[config.mk]
export PLATFORM = sky130hd
export DESIGN_NAME = cpu_bus_responder
export DESIGN_NICKNAME = d
export VERILOG_FILES = /design/src/rtl/cpu_bus_pkg.sv /design/src/rtl/cpu_bus_resp_ram.sv /design/src/rtl/cpu_bus_responder.sv
export SDC_FILE = /design/constraint.sdc
export NUM_CORES = 2
export LEC_CHECK = 0
export BUFFER_PORTS_ARGS = -buffer_cell sky130_fd_sc_hd__buf_2
export CELL_PAD_IN_SITES_DETAIL_PLACEMENT = 0
export CELL_PAD_IN_SITES_GLOBAL_PLACEMENT = 1
export CORE_UTILIZATION = 39
export DETAILED_ROUTE_END_ITERATION = 16
export PLACE_DENSITY = 0.55
export SLEW_MARGIN = 0
export SYNTH_ARGS = -nofsm -noshare
export SYNTH_HDL_FRONTEND = slang
export SYNTH_SLANG_ARGS = --single-unit
[constraint.sdc]
create_clock -name clk -period 6.3 [get_ports clk]
set_input_delay 0 -clock clk [delete_from_list [all_inputs] [get_ports clk]]
set_output_delay 0 -clock clk [all_outputs]
set_load 0.03 [all_outputs]
[src/rtl/cpu_bus_pkg.sv]
// Shared types and helpers for the SM83 bus responder.
//   tstate_e      : T-state encoding, T1=0 .. T4=3 (matches tphase output)
//   resp_state_e  : responder FSM states
//   wrlog_t       : write-log entry {address, data}
//   OPEN_BUS_DEF  : default value driven on din when nothing answers
//   in_window()   : full 16-bit window compare, no aliasing
package cpu_bus_pkg;

    typedef enum logic [1:0] {T1 = 2'd0, T2 = 2'd1, T3 = 2'd2, T4 = 2'd3} tstate_e;

    typedef enum logic [1:0] {S_IDLE = 2'd0, S_READ = 2'd1, S_WRITE = 2'd2} resp_state_e;

    typedef struct packed {
        logic [15:0] adr;
        logic [7:0]  data;
    } wrlog_t;

    localparam logic [7:0] OPEN_BUS_DEF = 8'hFF;

    // 17-bit arithmetic so a window ending at 16'hFFFF does not wrap.
    function automatic logic in_window(input logic [15:0] adr,
                                       input logic [15:0] base,
                                       input int unsigned depth_log2);
        logic [16:0] lo;
        logic [16:0] hi;
        lo = {1'b0, base};
        hi = lo + (17'd1 << depth_log2);
        return ({1'b0, adr} >= lo) && ({1'b0, adr} < hi);
    endfunction

endpackage

[src/rtl/cpu_bus_resp_ram.sv]
// Single-port byte RAM: synchronous write, asynchronous read.
//   clk   : clock
//   we    : write enable, data stored on the rising edge
//   addr  : byte address (shared by read and write)
//   wdata : write data
//   rdata : combinational read data at addr
// Contents are not reset.
module cpu_bus_resp_ram #(
    parameter int AW = 8
) (
    input  logic          clk,
    input  logic          we,
    input  logic [AW-1:0] addr,
    input  logic [7:0]    wdata,
    output logic [7:0]    rdata
);

    logic [7:0] mem [2**AW];

    always_ff @(posedge clk) begin
        if (we) mem[addr] <= wdata;
    end

    assign rdata = mem[addr];

endmodule

[src/rtl/cpu_bus_responder.sv]
// T-cycle-accurate memory responder for the SM83/LR35902 external bus.
// A RAM window [BASE, BASE+2**DEPTH_LOG2-1] answers reads and writes;
// everything else reads as OPEN_BUS.
//   clk, nreset          : clock (one clk = one T-cycle), async active-low reset
//   cpu_adr/cpu_dout     : CPU address and write data
//   cpu_rd/cpu_wr/cpu_m1 : M-cycle strobes and opcode-fetch indicator
//   din                  : read data to CPU (OPEN_BUS when not driving)
//   tphase               : current T-state, 0=T1 .. 3=T4
//   wr_ack               : high during T4 of a committed in-window write
//   bus_err              : sticky, rd and wr latched together
// Optional (define CPU_BUS_RESP_WRLOG_EN): 4-entry show-ahead log of
// committed writes on log_pop / log_valid / log_data / log_ovf.
module cpu_bus_responder
    import cpu_bus_pkg::*;
#(
    parameter logic [15:0] BASE       = 16'hC000,
    parameter int          DEPTH_LOG2 = 8,
    parameter logic [7:0]  OPEN_BUS   = OPEN_BUS_DEF
) (
    input  logic        clk,
    input  logic        nreset,
    input  logic [15:0] cpu_adr,
    input  logic [7:0]  cpu_dout,
    input  logic        cpu_rd,
    input  logic        cpu_wr,
    input  logic        cpu_m1,
    output logic [7:0]  din,
    output logic [1:0]  tphase,
    output logic        wr_ack,
    output logic        bus_err
`ifdef CPU_BUS_RESP_WRLOG_EN
    ,
    input  logic        log_pop,
    output logic        log_valid,
    output logic [23:0] log_data,
    output logic        log_ovf
`endif
);

    // Reset asserts asynchronously and releases two clocks after nreset rises.
    logic [1:0] rst_sync;
    logic       rst_n_i;

    always_ff @(posedge clk or negedge nreset) begin
        if (!nreset) rst_sync <= 2'b00;
        else         rst_sync <= {rst_sync[0], 1'b1};
    end
    assign rst_n_i = rst_sync[1];

    tstate_e     t_q, t_cur, t_nxt;
    resp_state_e st_q, st_d;
    logic        m1_q, m1_rise;
    logic [15:0] adr_q;
    logic [7:0]  wdat_q;
    logic        wr_ack_q, bus_err_q;
    logic        commit_d, err_set, win;
    logic [DEPTH_LOG2-1:0] ofs;
    logic [7:0]  ram_rdata;

    // A fresh cpu_m1 rise makes the current clk T1 regardless of the counter.
    assign m1_rise = cpu_m1 & ~m1_q;
    assign t_cur   = m1_rise ? T1 : t_q;
    assign t_nxt   = tstate_e'(t_cur + 2'd1);
    assign tphase  = t_cur;

    assign win = in_window(adr_q, BASE, DEPTH_LOG2);
    assign ofs = DEPTH_LOG2'(adr_q - BASE);

    // The FSM state is the latched strobe: READ covers rd and rd+wr,
    // WRITE is a clean write.
    always_ff @(posedge clk or negedge rst_n_i) begin
        if (!rst_n_i) begin
            t_q  <= T1;
            st_q <= S_IDLE;
            m1_q <= 1'b0;
        end else begin
            t_q  <= t_nxt;
            st_q <= st_d;
            m1_q <= cpu_m1;
        end
    end

    always_comb begin
        st_d     = st_q;
        commit_d = 1'b0;
        err_set  = 1'b0;
        unique case (t_cur)
            T1: begin
                err_set = cpu_rd & cpu_wr;
                if (cpu_rd)      st_d = S_READ;
                else if (cpu_wr) st_d = S_WRITE;
                else             st_d = S_IDLE;
            end
            T3: commit_d = (st_q == S_WRITE) & cpu_wr & win;
            T4: st_d = S_IDLE;
            default: ;
        endcase
    end

    always_ff @(posedge clk or negedge rst_n_i) begin
        if (!rst_n_i) begin
            adr_q     <= '0;
            wdat_q    <= '0;
            wr_ack_q  <= 1'b0;
            bus_err_q <= 1'b0;
        end else begin
            if (t_cur == T1) adr_q  <= cpu_adr;
            if (commit_d)    wdat_q <= cpu_dout;
            wr_ack_q <= commit_d;
            if (err_set) bus_err_q <= 1'b1;
        end
    end

    // wr_ack_q doubles as the RAM write enable: data lands on the T4 edge.
    cpu_bus_resp_ram #(.AW(DEPTH_LOG2)) u_ram (
        .clk   (clk),
        .we    (wr_ack_q),
        .addr  (ofs),
        .wdata (wdat_q),
        .rdata (ram_rdata)
    );

    // Gated at T1 so a stale READ state never leaks into the next M-cycle.
    assign din     = (st_q == S_READ && t_cur != T1 && win) ? ram_rdata : OPEN_BUS;
    assign wr_ack  = wr_ack_q;
    assign bus_err = bus_err_q;

`ifdef CPU_BUS_RESP_WRLOG_EN
    wrlog_t     log_mem [4];
    logic [1:0] log_wp, log_rp;
    logic [2:0] log_cnt;
    logic       log_ovf_q, log_push, log_do_pop, log_accept;

    assign log_push   = wr_ack_q;
    assign log_do_pop = log_pop & (log_cnt != 3'd0);
    // A full FIFO still accepts when the head leaves in the same clk.
    assign log_accept = log_push & ((log_cnt != 3'd4) | log_do_pop);

    always_ff @(posedge clk) begin
        if (log_accept) log_mem[log_wp] <= '{adr: adr_q, data: wdat_q};
    end

    always_ff @(posedge clk or negedge rst_n_i) begin
        if (!rst_n_i) begin
            log_wp    <= '0;
            log_rp    <= '0;
            log_cnt   <= '0;
            log_ovf_q <= 1'b0;
        end else begin
            if (log_accept) log_wp <= log_wp + 2'd1;
            if (log_do_pop) log_rp <= log_rp + 2'd1;
            case ({log_accept, log_do_pop})
                2'b10:   log_cnt <= log_cnt + 3'd1;
                2'b01:   log_cnt <= log_cnt - 3'd1;
                default: ;
            endcase
            if (log_push && !log_accept) log_ovf_q <= 1'b1;
        end
    end

    assign log_valid = (log_cnt != 3'd0);
    assign log_data  = log_mem[log_rp];
    assign log_ovf   = log_ovf_q;
`endif

endmodule

==> flow_summary.ini <==
[status]
outcome = finished, final reports clean

[synth]
async_flop_share_pct = 1.586
yosys_warnings = 0
synth_edf_count = 2048
ys_seq_elements = 2081
synth_cells = 3760
synth_nets = 3792
yosys.area_share.adder_pct = 0.04652
synth_cell_type_count = 59
synth-simple-area-share_pct = 2.850
avgSynthCellArea_um2 = 21.46
synth_mux_area_share_pct = 16.10
netlist_area_um2 = 80680
synth-compound-area-share_pct = 2.205
synth_top_family_by_area = multiplexers
ys.flop_type = edfxtp_1
ys_seq_area_share_pct = 77.25
synthXorXnorAreaFrac_pct = 0

[setup_path]
crit_chain = buf_12 > buf_4 > mux4_2 > a22oi_1 > a21oi_1 > a211oi_1 > o211ai_1 > buf_2
r2r_cells = 5
crit_path_start_kind = flip-flop
endpoint_kind = primary output
crit_slowest_cell = dfrtp_4
worstPathArrival_ns = 5.60
path_buf_inv = 3
crit_family = compound AO/OA/AOI/OAI gates
r2r_end = u_ram.mem[153][5]
path_max_fanout = 35
required_ns = 6.30
timing.rr.start = adr_q[0]
r2r_setup_slack_ns = 1.69
slowest_delay_ns = 1.05
worstSetupPathType = reg -> out

[placed_design]
io_buffers = 40
gp_congestion = 0.7921
pre_cts_ws_ns = 1.654
hpwl_mm = 138.9
placed_cell_area_um2 = 84570

[finish]
seq_area_um2 = 62370
layout_common_cells = 2048 x edfxtp_1, 517 x mux4_2, 288 x nor2_1, 218 x clkbuf_16, 123 x buf_4
design_area_um2 = 92120
multiInputGateArea_um2 = 17220
mostFrequentLayoutCell = edfxtp_1
fillerInstances = 17280
areaGrowthSynthToFinish_pct = 14.17
nets = 4033
layout-drive-gt1-share_pct = 25.54

[sta]
rsz0062_at_grt = no
slew_headroom_pct = 13.10
fmax_mhz = 178.6
fin_crit_sh_pct = 88.85
tightest_slew_ns = 1.302
finalSetupTns_ns = 0
period_needed_ns = 5.598
fin_worst_skew_ns = 0.03739
setup_viol = 0
postLayoutSetupSlackWorst_ns = 0.7022
hold_viol = 0
drv_slew = 0

[detailed_routing]
drt_wl_total_mm = 231.3
wl_met1_mm = 100.1
vias = 39390
wire_per_inst_um = 33.68
met3_length_mm = 15.64
first_pass_iters = 6
drt_iter0_drc = 4203
antenna_violating_nets_post_route = 0
highest_layer = met5
dr_wl_met2_mm = 110.0
avgViaCountPerCell = 5.735
drc = 0

[clock_tree]
clockBufferDepth = 3
htree_levels = 4
cts_root_buf = clkbuf_16
cts_sinks = 2081
cts_resized = 0
clk_latency_ns = 0.87
cts_tree = built
cts_setup_buffers = 0
clk_pin_slew_ns = 0.06
cts_hold_buf = 63
cts_inserted_buffers = 213

[run]
max-cap-violations = 0

[power_and_ir_drop]
vdd_drop_max_mv = 0.2587
p_leak_nw = 33.66
power.density_nw_per_um2 = 377.7

[die]
die_area_um2 = 208700
placementRows = 166
fp.dieH_um = 456.8
initial_core_util_pct = 39.36
coreArea_um2 = 205000
fp.dieW_um = 456.8
io_pins = 41

[hold_path]
hold-path-endpoint = adr_q[6]
hold_path_depth = 4
hold_class = in -> reg
worstHoldStart = cpu_adr[6]

[grt]
antenna_found_initial = 11
grt-ovfl-total = 0
grt_pass1_vias = 39700
grt_util_all_layers_pct = 22.18
grt_pass1_wl_mm = 323.5
grt_max_degree = 203
==> per-layer routing <==
metal	GRT usage, %	up-vias
met5	0	-
li1	-	16180
met4	5.904	2
met2	34.87	1388
met3	4.327	277
met1	31.62	21540
==> worst max-delay path by stage <==
stage | start | to | slack, ns | depth (start not counted)
floorplan | wdat_q[0] | u_ram.mem[0][0] | 2.31 | 0
global placement | adr_q[0] | din[6] | 1.65 | 9
detailed placement | adr_q[0] | din[6] | 1.65 | 9
CTS | adr_q[0] | din[6] | 0.71 | 9
global route | adr_q[0] | din[1] | 0.67 | 8
finish | adr_q[0] | din[4] | 0.70 | 8
==> where the power goes <==
part | total, W | switching, W | internal [W]
Sequential | 0.0154 | 0.000266 | 0.0151
Combinational | 0.00685 | 0.00453 | 0.00232
Clock | 0.0126 | 0.00543 | 0.00716
Total | 0.0348 | 0.0102 | 0.0246
==> stage by stage <==
step | hold WS, ns | power [W] | std cells | util [%]
after floorplan | -0.2956 | 0.01972 | 3760 | -
after global placement | -0.2145 | 0.02253 | 6411 | 41.25
after detailed placement | -0.2118 | 0.02254 | 6411 | 41.25
after CTS | 0.001225 | 0.03507 | 6866 | 44.93
after global routing | 0.03012 | 0.03577 | 6867 | 44.93
final | 0.04021 | 0.03480 | 6868 | 44.93
==> Yosys cell counts (23+ instances only) <==
library cell | number | area share, %
buf_2 | 83 | 0.51
edfxtp_1 | 2048 | 76
o22ai_1 | 40 | 0.31
mux2_2 | 23 | 0.32
mux2i_1 | 109 | 1.4
a21oi_1 | 33 | 0.20
a211oi_1 | 23 | 0.21
buf_4 | 33 | 0.31
nand3_1 | 53 | 0.33
nand2_1 | 116 | 0.54
a22oi_1 | 68 | 0.63
clkbuf_1 | 65 | 0.30
dfrtp_1 | 33 | 1.0
mux4_2 | 517 | 14
nor2_1 | 290 | 1.3
==> logic make-up (layout without fill, tap and decap cells) <==
group,count (synthesis),after routing
other cells,1,3
compound gates,254,254
mux,649,649
flops,2081,2081
buf+inv,233,651
fa+ha+maj,3,3
simple gates,539,539
==> worst register-to-register path: cells and delay by family (launching register included) <==
family | cells | cell delay [ns]
flip-flops | 1 | 1.05
AND/OR/NAND/NOR | 3 | 2.27
buffers and inverters | 2 | 0.90
==> state kept, by name, indices dropped and copies added (netlist names) <==
name / flops
m1_q: 1
t_q: 2
wdat_q: 8
st_q: 2
u_ram.mem: 2048
adr_q: 16
rst_sync: 2
bus_err: 1
wr_ack: 1
==> cell type report <==
cell class / instances / share of cell area [%]
sequential: 2081 / 67.71
inverter: 11 / 0.05026
tap: 2688 / 3.651
multi-input combinational: 1446 / 18.69
antenna: 2 / 0.005433
clock inverter: 126 / 1.345
timing repair buffer: 248 / 2.382
clock buffer: 266 / 6.161
Power figures use the tool's default switching activity.
